<file path="config.mk">
export PLATFORM = sky130hd
export DESIGN_NAME = game_over_overlay
export DESIGN_NICKNAME = d
export VERILOG_FILES = /design/src/rtl/game_over_pkg.sv /design/src/rtl/font_rom.sv /design/src/rtl/game_over_text_gen.sv /design/src/rtl/game_over_overlay.sv
export SDC_FILE = /design/constraint.sdc
export NUM_CORES = 1
export LEC_CHECK = 0
export ABC_AREA = 0
export CAP_MARGIN = 20
export CORE_MARGIN = 2
export CORE_UTILIZATION = 45
export DETAILED_ROUTE_END_ITERATION = 10
export PLACE_DENSITY = 0.68
export SLEW_MARGIN = 5
export SYNTH_ARGS = -nofsm -noshare
export SYNTH_HDL_FRONTEND = slang
export SYNTH_SLANG_ARGS = --single-unit
</file>
<file path="constraint.sdc">
create_clock -name pclk -period 4.15 [get_ports pclk]
set_clock_uncertainty 0.05 [all_clocks]
set_input_delay 0.83 -clock pclk [delete_from_list [all_inputs] [get_ports pclk]]
set_output_delay 0.83 -clock pclk [all_outputs]
set_load 0.02 [all_outputs]
</file>
<file path="src/rtl/game_over_pkg.sv">
// Shared types and constants for the game-over controller and banner overlay.
// Holds the FSM state enum, the VGA bus layout, the banner character codes
// (ASCII, with a dedicated blank code) and a winner-to-digit helper.
package game_over_pkg;

  typedef enum logic [1:0] {
    StPlay,
    StResolve,
    StShow,
    StRestart
  } state_e;

  localparam int unsigned HCNT_W = 11;
  localparam int unsigned VCNT_W = 11;
  localparam int unsigned RGB_W  = 12;

  typedef struct packed {
    logic [VCNT_W-1:0] vcount;
    logic              vsync;
    logic              vblnk;
    logic [HCNT_W-1:0] hcount;
    logic              hsync;
    logic              hblnk;
    logic [RGB_W-1:0]  rgb;
  } vga_bus_t;

  localparam int unsigned VGA_BUS_SIZE = $bits(vga_bus_t);

  localparam logic [6:0] CharA     = 7'h41;
  localparam logic [6:0] CharD     = 7'h44;
  localparam logic [6:0] CharE     = 7'h45;
  localparam logic [6:0] CharG     = 7'h47;
  localparam logic [6:0] CharI     = 7'h49;
  localparam logic [6:0] CharL     = 7'h4c;
  localparam logic [6:0] CharM     = 7'h4d;
  localparam logic [6:0] CharN     = 7'h4e;
  localparam logic [6:0] CharO     = 7'h4f;
  localparam logic [6:0] CharP     = 7'h50;
  localparam logic [6:0] CharR     = 7'h52;
  localparam logic [6:0] CharS     = 7'h53;
  localparam logic [6:0] CharV     = 7'h56;
  localparam logic [6:0] CharW     = 7'h57;
  localparam logic [6:0] CharY     = 7'h59;
  localparam logic [6:0] CharOne   = 7'h31;
  localparam logic [6:0] CharTwo   = 7'h32;
  localparam logic [6:0] CharThree = 7'h33;
  localparam logic [6:0] CharFour  = 7'h34;
  localparam logic [6:0] CharSpace = 7'h7f;

  // Players are shown 1-based on screen.
  function automatic logic [6:0] winner_digit(input logic [1:0] idx);
    return CharOne + {5'd0, idx};
  endfunction

endpackage

</file>
<file path="src/rtl/font_rom.sv">
// Combinational 8x16 glyph ROM for the banner character set.
// addr_i : {char_code[6:0], font_line[3:0]}
// data_o : 8 pixels of that line, MSB is the leftmost pixel.
// Glyphs occupy lines 4..11; all other lines and unknown codes are blank.
module font_rom
  import game_over_pkg::*;
(
  input  logic [10:0] addr_i,
  output logic [7:0]  data_o
);

  logic [6:0]      code;
  logic [3:0]      line;
  logic [7:0][7:0] glyph;
  logic [2:0]      row;
  logic            in_glyph;

  assign code = addr_i[10:4];
  assign line = addr_i[3:0];
  // Lines 4..7 map to rows 0..3, lines 8..11 to rows 4..7.
  assign in_glyph = line[3] ^ line[2];
  assign row      = {line[3], line[1:0]};

  always_comb begin
    glyph = '0;
    case (code)
      CharA:     glyph = 64'h183c66667e666666;
      CharD:     glyph = 64'hf8ccc6c6c6c6ccf8;
      CharE:     glyph = 64'hfec0c0fcc0c0c0fe;
      CharG:     glyph = 64'h3c66c0c0cec6663e;
      CharI:     glyph = 64'h7e1818181818187e;
      CharL:     glyph = 64'hc0c0c0c0c0c0c0fe;
      CharM:     glyph = 64'hc6eefed6c6c6c6c6;
      CharN:     glyph = 64'hc6e6f6decec6c6c6;
      CharO:     glyph = 64'h7cc6c6c6c6c6c67c;
      CharP:     glyph = 64'hfcc6c6fcc0c0c0c0;
      CharR:     glyph = 64'hfcc6c6fcd8ccc6c6;
      CharS:     glyph = 64'h7cc6c07c0606c67c;
      CharV:     glyph = 64'hc6c6c6c6c66c3810;
      CharW:     glyph = 64'hc6c6c6d6feeec682;
      CharY:     glyph = 64'hc6c66c3818181818;
      CharOne:   glyph = 64'h183818181818187e;
      CharTwo:   glyph = 64'h7cc6060c3060c0fe;
      CharThree: glyph = 64'h7cc6063c0606c67c;
      CharFour:  glyph = 64'h0c1c3c6cccfe0c0c;
      default:   glyph = '0;
    endcase
  end

  // glyph[7] is the top row.
  assign data_o = in_glyph ? glyph[3'd7 - row] : 8'h00;

endmodule

</file>
<file path="src/rtl/game_over_text_gen.sv">
// Banner text lookup: maps a text cell to a character code.
// valid_i  : cell lies inside the banner area
// row_i    : 0 = "GAME OVER", 1 = "PLAYER n WINS" or "DRAW"
// col_i    : character column within the row
// winner_i : winning player index, draw_i selects the tie text
// char_o   : character code, blank code for unused cells
module game_over_text_gen
  import game_over_pkg::*;
#(
  parameter int unsigned WinW = 1
) (
  input  logic            valid_i,
  input  logic            row_i,
  input  logic [3:0]      col_i,
  input  logic [WinW-1:0] winner_i,
  input  logic            draw_i,
  output logic [6:0]      char_o
);

  always_comb begin
    char_o = CharSpace;
    if (valid_i) begin
      if (!row_i) begin
        case (col_i)
          4'd0:    char_o = CharG;
          4'd1:    char_o = CharA;
          4'd2:    char_o = CharM;
          4'd3:    char_o = CharE;
          4'd5:    char_o = CharO;
          4'd6:    char_o = CharV;
          4'd7:    char_o = CharE;
          4'd8:    char_o = CharR;
          default: char_o = CharSpace;
        endcase
      end else if (draw_i) begin
        case (col_i)
          4'd0:    char_o = CharD;
          4'd1:    char_o = CharR;
          4'd2:    char_o = CharA;
          4'd3:    char_o = CharW;
          default: char_o = CharSpace;
        endcase
      end else begin
        case (col_i)
          4'd0:    char_o = CharP;
          4'd1:    char_o = CharL;
          4'd2:    char_o = CharA;
          4'd3:    char_o = CharY;
          4'd4:    char_o = CharE;
          4'd5:    char_o = CharR;
          4'd7:    char_o = winner_digit(2'(winner_i));
          4'd9:    char_o = CharW;
          4'd10:   char_o = CharI;
          4'd11:   char_o = CharN;
          4'd12:   char_o = CharS;
          default: char_o = CharSpace;
        endcase
      end
    end
  end

endmodule

</file>
<file path="src/rtl/game_over_overlay.sv">
// Game-over controller and banner overlay.
// Freezes play on time_out, resolves the winner one player per cycle, then
// shows a blinking banner until start_btn is pressed after the hold time.
// pclk/rst          : pixel clock, synchronous active-high reset
// time_out          : race timer expired (level)
// no_of_players     : active players, sampled when leaving PLAY
// player_scores     : packed scores, player 0 in the LSBs
// start_btn         : debounced start level
// vga_in / vga_out  : VGA bus in, bus out delayed 2 cycles with overlay
// gremlins_enable   : gremlin sprites active
// car_enable        : per-car enable
// winner / draw     : result, winner valid when draw is 0
// restart           : one-cycle restart pulse
module game_over_overlay
  import game_over_pkg::*;
#(
  parameter int unsigned N_PLAYERS    = 2,
  parameter int unsigned SCORE_W      = 8,
  parameter int unsigned TEXT_X0      = 64,
  parameter int unsigned TEXT_Y0      = 128,
  parameter int unsigned SCALE_LOG2   = 3,
  parameter logic [11:0] FG_RGB       = 12'hfff,
  parameter int unsigned BLINK_FRAMES = 32,
  parameter int unsigned HOLD_FRAMES  = 120
) (
  input  logic                            pclk,
  input  logic                            rst,
  input  logic                            time_out,
  input  logic [$clog2(N_PLAYERS+1)-1:0]  no_of_players,
  input  logic [N_PLAYERS*SCORE_W-1:0]    player_scores,
  input  logic                            start_btn,
  input  logic [VGA_BUS_SIZE-1:0]         vga_in,
  output logic [VGA_BUS_SIZE-1:0]         vga_out,
  output logic                            gremlins_enable,
  output logic [N_PLAYERS-1:0]            car_enable,
  output logic [$clog2(N_PLAYERS)-1:0]    winner,
  output logic                            draw,
  output logic                            restart
);

  localparam int unsigned PW     = $clog2(N_PLAYERS + 1);
  localparam int unsigned WW     = $clog2(N_PLAYERS);
  localparam int unsigned HoldW  = (HOLD_FRAMES > 0) ? $clog2(HOLD_FRAMES + 1) : 1;
  localparam int unsigned BlinkW = (BLINK_FRAMES > 1) ? $clog2(BLINK_FRAMES) : 1;

  vga_bus_t vin;
  assign vin = vga_in;

  // Control state.
  state_e             state_q, state_d;
  logic               time_out_q;
  logic               armed_q, armed_d;
  logic               start_prev_q;
  logic               vblnk_prev_q;
  logic [PW-1:0]      nplayers_q, nplayers_d;
  logic [SCORE_W-1:0] scores_q [N_PLAYERS];
  logic [SCORE_W-1:0] scores_d [N_PLAYERS];
  logic [WW-1:0]      idx_q, idx_d;
  logic [SCORE_W-1:0] best_q, best_d;
  logic [WW-1:0]      best_idx_q, best_idx_d;
  logic               tie_q, tie_d;
  logic [WW-1:0]      winner_q, winner_d;
  logic               draw_q, draw_d;
  logic [HoldW-1:0]   hold_q, hold_d;
  logic [BlinkW-1:0]  blink_cnt_q, blink_cnt_d;
  logic               blink_q, blink_d;

  logic               frame_tick;
  logic               start_rise;
  logic [SCORE_W-1:0] cur_score;
  logic               last_player;

  assign frame_tick  = vin.vblnk & ~vblnk_prev_q;
  assign start_rise  = start_btn & ~start_prev_q;
  assign cur_score   = scores_q[idx_q];
  // Also stop at the top index so an out-of-range player count cannot wrap.
  assign last_player = (PW'(idx_q) + PW'(1) >= nplayers_q) ||
                       (idx_q == WW'(N_PLAYERS - 1));

  always_comb begin
    state_d     = state_q;
    armed_d     = armed_q;
    nplayers_d  = nplayers_q;
    scores_d    = scores_q;
    idx_d       = idx_q;
    best_d      = best_q;
    best_idx_d  = best_idx_q;
    tie_d       = tie_q;
    winner_d    = winner_q;
    draw_d      = draw_q;
    hold_d      = hold_q;
    blink_cnt_d = blink_cnt_q;
    blink_d     = blink_q;

    // time_out must be seen low before it may trigger again after a restart.
    if (!time_out_q) armed_d = 1'b1;

    unique case (state_q)
      StPlay: begin
        if (time_out_q && armed_q) begin
          state_d    = StResolve;
          nplayers_d = no_of_players;
          idx_d      = '0;
          for (int i = 0; i < int'(N_PLAYERS); i++) begin
            scores_d[i] = player_scores[i*SCORE_W +: SCORE_W];
          end
        end
      end
      StResolve: begin
        // Player 0 seeds the comparator so a zero score is not seen as a tie.
        if (idx_q == '0) begin
          best_d     = cur_score;
          best_idx_d = '0;
          tie_d      = 1'b0;
        end else if (cur_score > best_q) begin
          best_d     = cur_score;
          best_idx_d = idx_q;
          tie_d      = 1'b0;
        end else if (cur_score == best_q) begin
          tie_d = 1'b1;
        end
        if (last_player) begin
          state_d     = StShow;
          winner_d    = best_idx_d;
          draw_d      = tie_d;
          hold_d      = '0;
          blink_cnt_d = '0;
          blink_d     = 1'b0;
        end else begin
          idx_d = idx_q + WW'(1);
        end
      end
      StShow: begin
        if (frame_tick) begin
          if (hold_q < HoldW'(HOLD_FRAMES)) hold_d = hold_q + HoldW'(1);
          if (blink_cnt_q >= BlinkW'(BLINK_FRAMES - 1)) begin
            blink_cnt_d = '0;
            blink_d     = ~blink_q;
          end else begin
            blink_cnt_d = blink_cnt_q + BlinkW'(1);
          end
        end
        if ((hold_q >= HoldW'(HOLD_FRAMES)) && start_rise) state_d = StRestart;
      end
      StRestart: begin
        state_d = StPlay;
        armed_d = 1'b0;
      end
      default: state_d = StPlay;
    endcase
  end

  always_ff @(posedge pclk) begin
    if (rst) begin
      state_q      <= StPlay;
      time_out_q   <= 1'b0;
      armed_q      <= 1'b1;
      start_prev_q <= 1'b0;
      vblnk_prev_q <= 1'b0;
      nplayers_q   <= '0;
      for (int i = 0; i < int'(N_PLAYERS); i++) scores_q[i] <= '0;
      idx_q        <= '0;
      best_q       <= '0;
      best_idx_q   <= '0;
      tie_q        <= 1'b0;
      winner_q     <= '0;
      draw_q       <= 1'b0;
      hold_q       <= '0;
      blink_cnt_q  <= '0;
      blink_q      <= 1'b0;
    end else begin
      state_q      <= state_d;
      time_out_q   <= time_out;
      armed_q      <= armed_d;
      start_prev_q <= start_btn;
      vblnk_prev_q <= vin.vblnk;
      nplayers_q   <= nplayers_d;
      scores_q     <= scores_d;
      idx_q        <= idx_d;
      best_q       <= best_d;
      best_idx_q   <= best_idx_d;
      tie_q        <= tie_d;
      winner_q     <= winner_d;
      draw_q       <= draw_d;
      hold_q       <= hold_d;
      blink_cnt_q  <= blink_cnt_d;
      blink_q      <= blink_d;
    end
  end

  // Status outputs.
  always_comb begin
    gremlins_enable = 1'b0;
    car_enable      = '0;
    unique case (state_q)
      StPlay: begin
        gremlins_enable = 1'b1;
        for (int i = 0; i < int'(N_PLAYERS); i++) begin
          car_enable[i] = (i < int'(no_of_players));
        end
      end
      StShow: begin
        for (int i = 0; i < int'(N_PLAYERS); i++) begin
          car_enable[i] = !draw_q && (int'(winner_q) == i);
        end
      end
      default: ;
    endcase
  end

  assign winner  = winner_q;
  assign draw    = draw_q;
  assign restart = (state_q == StRestart);

  // Overlay pipeline: stage 1 registers the cell lookup, stage 2 the font pixel.
  logic [HCNT_W-1:0] h_off, col_full;
  logic [VCNT_W-1:0] v_off, row_full;
  logic              in_banner;
  logic [6:0]        code_d, code_q;
  logic [3:0]        line_d, line_q;
  logic [2:0]        bitsel_d, bitsel_q;
  logic              ov_en_d, ov_en_q;
  vga_bus_t          vga_d1_q, vga_d2_q;
  logic [7:0]        rom_data;
  logic              pix_d, pix_q;

  always_comb begin
    h_off     = vin.hcount - HCNT_W'(TEXT_X0);
    v_off     = vin.vcount - VCNT_W'(TEXT_Y0);
    col_full  = h_off >> (3 + SCALE_LOG2);
    row_full  = v_off >> (4 + SCALE_LOG2);
    in_banner = (vin.hcount >= HCNT_W'(TEXT_X0)) && (vin.vcount >= VCNT_W'(TEXT_Y0)) &&
                (col_full < HCNT_W'(16)) && (row_full < VCNT_W'(2));
    line_d    = v_off[SCALE_LOG2+3 -: 4];
    bitsel_d  = h_off[SCALE_LOG2+2 -: 3];
    ov_en_d   = (state_q == StShow) && !blink_q && in_banner;
  end

  game_over_text_gen #(
    .WinW (WW)
  ) u_text_gen (
    .valid_i  (in_banner),
    .row_i    (row_full[0]),
    .col_i    (col_full[3:0]),
    .winner_i (winner_q),
    .draw_i   (draw_q),
    .char_o   (code_d)
  );

  font_rom u_font_rom (
    .addr_i (({code_q, line_q})),
    .data_o (rom_data)
  );

  assign pix_d = ov_en_q && (code_q != CharSpace) && rom_data[3'd7 - bitsel_q];

  always_ff @(posedge pclk) begin
    if (rst) begin
      code_q   <= CharSpace;
      line_q   <= '0;
      bitsel_q <= '0;
      ov_en_q  <= 1'b0;
      vga_d1_q <= '0;
      vga_d2_q <= '0;
      pix_q    <= 1'b0;
    end else begin
      code_q   <= code_d;
      line_q   <= line_d;
      bitsel_q <= bitsel_d;
      ov_en_q  <= ov_en_d;
      vga_d1_q <= vin;
      vga_d2_q <= vga_d1_q;
      pix_q    <= pix_d;
    end
  end

  always_comb begin
    vga_bus_t vout;
    vout = vga_d2_q;
    if (pix_q && !vga_d2_q.hblnk && !vga_d2_q.vblnk) vout.rgb = FG_RGB;
    vga_out = vout;
  end

endmodule
</file>
# Yosys cells after proc, flatten, opt, wreduce, memory -nomap -nowiden
# Memories as Yosys holds them, arrays and structs flattened.
# Cells that the tools add are included.
dict set report word_totals {
  regBits 141
  latch_bits 0
  mem_bits_rw 0
  mem_bits_ro 96
  wordCells 186
  n_memories 1
}
dict set report op_classes {
  n_addsub 9
  mul 0
  div 0
  order_cmp 14
  n_eq_ne 43
  shifts 0
  n_mux 44
  n_bitwise 9
  reduce_logical 31
}
# name words width rd rd_ports_with_merged_regs wr line
set memory_table {}
lappend memory_table {{(name not given)} 16 6 1 0 0 game_over_text_gen.sv:24} ;# case (col_i)
# cell n
set ops {}
lappend ops {{$pmux W64 S19} 1}
lappend ops {{$eq A7 B7 Y1 const B} 15}
lappend ops {{$pmux W7 S11} 1}
lappend ops {{$mux W8} 7}
lappend ops {{$mux W7} 5}
lappend ops {{$eq A7 B6 Y1 const B} 4}
lappend ops {{$bmux W8 S3} 1}
lappend ops {{$pmux W6 S4} 1}
lappend ops {{$eq A4 B4 Y1 const B} 4}
lappend ops {{$ne A2 B2 Y1 const B} 8}
lappend ops {{$mux W5} 3}
lappend ops {{$mux W1} 14}
lappend ops {{$pmux W7 S2} 1}
lappend ops {{$logic_and A1 B1 Y1} 13}
lappend ops {{$eq A4 B3 Y1 const B} 3}
lappend ops {{$mux W12} 1}
lappend ops {{$ge A11 B7 Y1 const B} 1}
lappend ops {{$ge A11 B8 Y1 const B} 1}
lappend ops {{$sub A11 B7 Y11 const B} 1}
lappend ops {{$sub A11 B8 Y11 const B} 1}
lappend ops {{$pmux W5 S2} 1}
lappend ops {{$reduce_and A3 Y1} 3}
lappend ops {{$eq A4 B2 Y1 const B} 2}
lappend ops {{$eq A8 B8 Y1} 1}
lappend ops {{38 further kinds} 57}

# Longest topological paths before layout
dict set report depth {
  ltp_word 8
  ltp_mapped 12
}

# Modules after synthesis
# Synthesis repeated with hierarchy kept, for this count alone.
dict set report hier_totals {
  hier_cells 897
  hier_area_um2 7551.0
}
# mod n_inst cells_each area_per_inst_um2 seq_area_each_um2
set modules_own_cells {}
lappend modules_own_cells {game_over_overlay 1 540 5222.5 2682.6}
lappend modules_own_cells {font_rom 1 284 1890.6 0.0}
lappend modules_own_cells {game_over_text_gen 1 73 437.9 0.0}

# Least setup slack after synthesis
# Ideal clock, no wire load.
dict set report synth_path {
  path_type {flip-flop to flip-flop}
  start {register idx_q}
  end {register best_q[1]}
  t_arrival_ps 2725
  t_required_ps 3972
  slack_ps 1247
  stages_incl_launch_ff 13
  synth_period_minus_slack_ps 2903
  path_cell_list {dfxtp_1 buf_1 mux2_2 ha_1 nor2b_1 o21a_1 o21a_1 o21bai_1 a21oi_1 o21a_1 clkbuf_1 mux2i_1 nor2_1}
}
dict set report synth_between {
  elab_chain_len 7
}
# item line
set synth_lines {}
lappend synth_lines {{start, declared} game_over_overlay.sv:58} ;# logic [WW-1:0] idx_q, idx_d;
lappend synth_lines {{start signal, assigned} game_over_overlay.sv:179} ;# idx_q <= idx_d;
lappend synth_lines {{$not A1 Y2 (implied by the code) (*)} game_over_overlay.sv:75} ;# assign cur_score = scores_q[idx_q];
lappend synth_lines {{$mux W8 (implied by the code) (*) (3 in series)} game_over_overlay.sv:75}
lappend synth_lines {{via cur_score[1]} game_over_overlay.sv:70} ;# logic [SCORE_W-1:0] cur_score;
lappend synth_lines {{$gt A8 B8 Y1} game_over_overlay.sv:115} ;# end else if (cur_score > best_q) begin
lappend synth_lines {{$ne A2 B1 Y1 (no line)} n/a}
lappend synth_lines {{$reduce_and A2 Y1 (no line)} n/a}
lappend synth_lines {{end signal, assigned} game_over_overlay.sv:180} ;# best_q <= best_d;
lappend synth_lines {{end, declared} game_over_overlay.sv:59} ;# logic [SCORE_W-1:0] best_q, best_d;
# Mark *: on every way through the listed nets, which the timed path passes. The rest lies on a longest branch. The select of a mux whose other input is x is not followed.
# A chain may end at the register's enable or synchronous reset.

# Worst setup path after layout
dict set report layout_path {
  start {input port vga_in[21]}
  end {register code_q[1]}
}
dict set report layout_between {
  elab_chain_len 6
}
# item line
set layout_lines {}
lappend layout_lines {{start, declared} game_over_overlay.sv:32} ;# input logic [VGA_BUS_SIZE-1:0] vga_in,
lappend layout_lines {{$sub A11 B7 Y11 / $ge A11 B7 Y1 (equally long branches)} {game_over_overlay.sv:228, game_over_overlay.sv:232}}
lappend layout_lines {{$lt A5 B5 Y1 / $logic_and A1 B1 Y1 (equally long branches)} {game_over_overlay.sv:233, game_over_overlay.sv:232}}
lappend layout_lines {{$logic_and A1 B1 Y1} game_over_overlay.sv:232} ;# in_banner = (vin.hcount >= HCNT_W'(TEXT_X0)) && (vin.vcount >= VCNT_W'(TEXT_Y0)) &&
lappend layout_lines {{$logic_and A1 B1 Y1} game_over_overlay.sv:233} ;# (col_full < HCNT_W'(16)) && (row_full < VCNT_W'(2));
lappend layout_lines {{$not A1 Y1 (no line)} n/a}
lappend layout_lines {{$reduce_or A2 Y1 (no line)} n/a}
lappend layout_lines {{end signal, assigned} game_over_overlay.sv:259} ;# code_q <= CharSpace;
lappend layout_lines {{end signal, assigned} game_over_overlay.sv:267} ;# code_q <= code_d;
lappend layout_lines {{end, declared} game_over_overlay.sv:219} ;# logic [6:0] code_d, code_q;
# Parallel ways exist; a longest one is shown, timed or not.

==> out/results.ini <==
[place]
finalWeightedCongestion = 0.980
dpl_worst_slack_ns = 0.673
placed_cell_area_um2 = 8320
detailed_place_hpwl_um = 14000
buffer_ports.inserted = 103

[min_path]
min_path_type = reg -> reg

[floorplanning]
die_width_um = 132
die_height_um = 132
start_util_pct = 46.1
coreArea_um2 = 15900
std_cell_rows = 46
io_pins = 104
dieArea_um2 = 17400

[layout]
final_net_count = 1042
area.growth.synth_to_final_pct = 21.1
register_area_um2 = 2680
layout_commonest_cell = dfxtp_1
design_area_um2 = 8910
final_layout_size_suffix_gt1_share_pct = 7.64
final_cell_mix = 134 x dfxtp_1, 102 x clkdlybuf4s50_1, 86 x nand2_1
antenna_cells = 0
multi_input_area_um2 = 4100
final.fill_count = 1497

[grt]
grt_pass1_vias = 6067
number_of_antenna_violations_at_the_first_check_in_global_routing = 0
track_usage_pct = 22.5
global_route_total_overflow = 0
grt_pass1_wl_um = 31700
grt_max_degree = 70

[flow_run]
max-cap-violations = 0

[pwr]
power_density_nw_per_um2 = 411
power.static_leakage_nw = 3.33
irDropWorstVdd_uv = 313

[worst_setup_path]
worst_ep_arrival_time_ns = 3.36
critical-path-slowest-cell = clkdlybuf4s50_1
worst_path_required_time_ns = 4.38
worstPathBufferInverterCount = 2
crit_path_end_kind = flip-flop
slowest_delay_ns = 0.55
critical_path_class = in -> reg
cp_cell_sequence = clkdlybuf4s50_1 > inv_1 > ha_1 > xor2_1 > a21oi_1 > o22ai_1 > a21o_1 > a221oi_1 > o311ai_0
worstSetupStartpointType = input pin
critical_path.max_fanout = 13
critPathTopFamily = compound AO/OA/AOI/OAI gates

[timing]
max_slew_margin_pct = 36.5
timing.final.hold_violations = 0
max_slew.worst_pin.slew_ns = 0.950
slew_violations = 0
period_minus_slack_ns = 3.13
grt_setup_unrepaired = false
setup_total_neg_slack_ns = 0
maxClockFrequency_mhz = 320
finalSetupViolations = 0
period_utilization_post_route_pct = 75.3
hold_slack_ns = 0.379
finalWorstSetupSlack_ns = 1.02

[clocking]
cts-resized-gates = 0
cts_root_buffer = clkbuf_16
h-tree-depth = 4
cts-hold-fix-buffers = 0
cts_setup_buffers = 0
clk_path_buf_depth = 2
clk_latency_ns = 0.40
clock_transition_time_at_the_flip_flop_clock_pins_of_the_worst_setup_and_hold_paths_ns = 0.06
tritoncts_num_sinks = 134
cts_tree = built
cts_buffers = 17

[drt]
routed-via-count = 6593
drt-total-wl_um = 19700
route.detailed.vias_per_inst = 5.56
post-route-drc-count = 0
drt_iter0_markers = 602
ant_nets = 0
drtPass1Iterations = 6
route.detailed.wl_per_inst_um = 16.6

[synth]
synth-seq-cells = 134
post_synthesis_cell_count = 906
avgSynthCellArea_um2 = 8.12
ys_seq_area_share_pct = 36.5
number_of_enable_flip_flop_cells_after_synthesis = 0
synth.yosys.warnings = 0
yosys.cell_types.count = 77
mapped_area_um2 = 7350
proportion_of_register_bits_with_asynchronous_set_or_reset_after_synthesis_pct = 0
yosys_most_used_dff = dfxtp_1
syn-num-nets = 991

[outcome]
outcome = finished clean

==> state kept, by name, summed over array words and instances (netlist names), 2 cells and up <==
name and flops:
vga_d1_q 33, code_q 7, hold_q 7, state_q 2, nplayers_q 2, vga_out 26, vga_d2_q 12, scores_q 16
blink_cnt_q 5, line_q 3, best_q 8, bitsel_q 2
==> where the power goes <==
group | leakage [nW] | switching (mW) | internal, mW | total [mW]
combinational | 1.95 | 0.432 | 0.330 | 0.763
sequential | 1.10 | 0.0497 | 1.37 | 1.42
clock | 0.280 | 0.537 | 0.941 | 1.48
==> cell type report <==
cell class / count / area share [%]
clock buffer: 19 / 4.86
clock inverter: 12 / 1.73
inverter: 31 / 1.31
multi-input combinational: 654 / 46.1
sequential: 134 / 30.1
tap: 216 / 3.03
timing repair buffer: 119 / 12.9
==> layer usage <==
layer  global-route usage [%]  share of wire (%)
met4                     7.85                2.2
met2                     33.3                 44
met3                     4.92                6.7
met5                        0                  0
met1                     32.3                 47
==> worst paths after layout <==
check / from / endpoint / slack, ns / cells after the start
setup reg to reg: code_q[4] / pix_q / 1.06 / 7
hold / removal: vga_d1_q[24] / vga_out[24] / 0.38 / 1
hold reg to reg: vga_d1_q[24] / vga_out[24] / 0.38 / 1
setup / recovery: vga_in[21] / code_q[1] / 1.02 / 9
==> logic make-up after synthesis <==
| kind of cell | count (synthesis) | share of synthesized area [%] |
|---|---|---|
| AO/OA/AOI/OAI | 197 | 18.3 |
| XOR/XNOR | 20 | 2.38 |
| adder cells (fa/ha/maj) | 26 | 4.39 |
| buffers and inverters | 118 | 7.74 |
| flip-flops | 134 | 36.5 |
| multiplexers | 20 | 2.84 |
| AND/OR/NAND/NOR | 391 | 27.9 |
==> through the flow <==
stage,util [%],power (mW),instances
2_1_floorplan,-,1.96,906
3_3_place_gp,52.2,2.20,1154
3_5_place_dp,52.2,2.20,1154
4_1_cts,55.9,3.69,1185
5_1_grt,55.9,3.85,1185
6_report,55.9,3.66,1185
==> synth_stat cells (14+ instances only) <==
cell      instances  area, um2
inv_1            30        113
nor2b_1          83        519
buf_4            27        203
dfxtp_1         134       2680
ha_1             25        313
a31oi_1          16        100
buf_2            14       70.1
nor3_1           19       95.1
a21oi_1          52        260
nand3_1          32        160
nand2_1          86        323
nor2_1           76        285
or2_2            14       87.6
clkbuf_1         37        139
o21ai_0          34        170
Power figures use the tool's default switching activity.
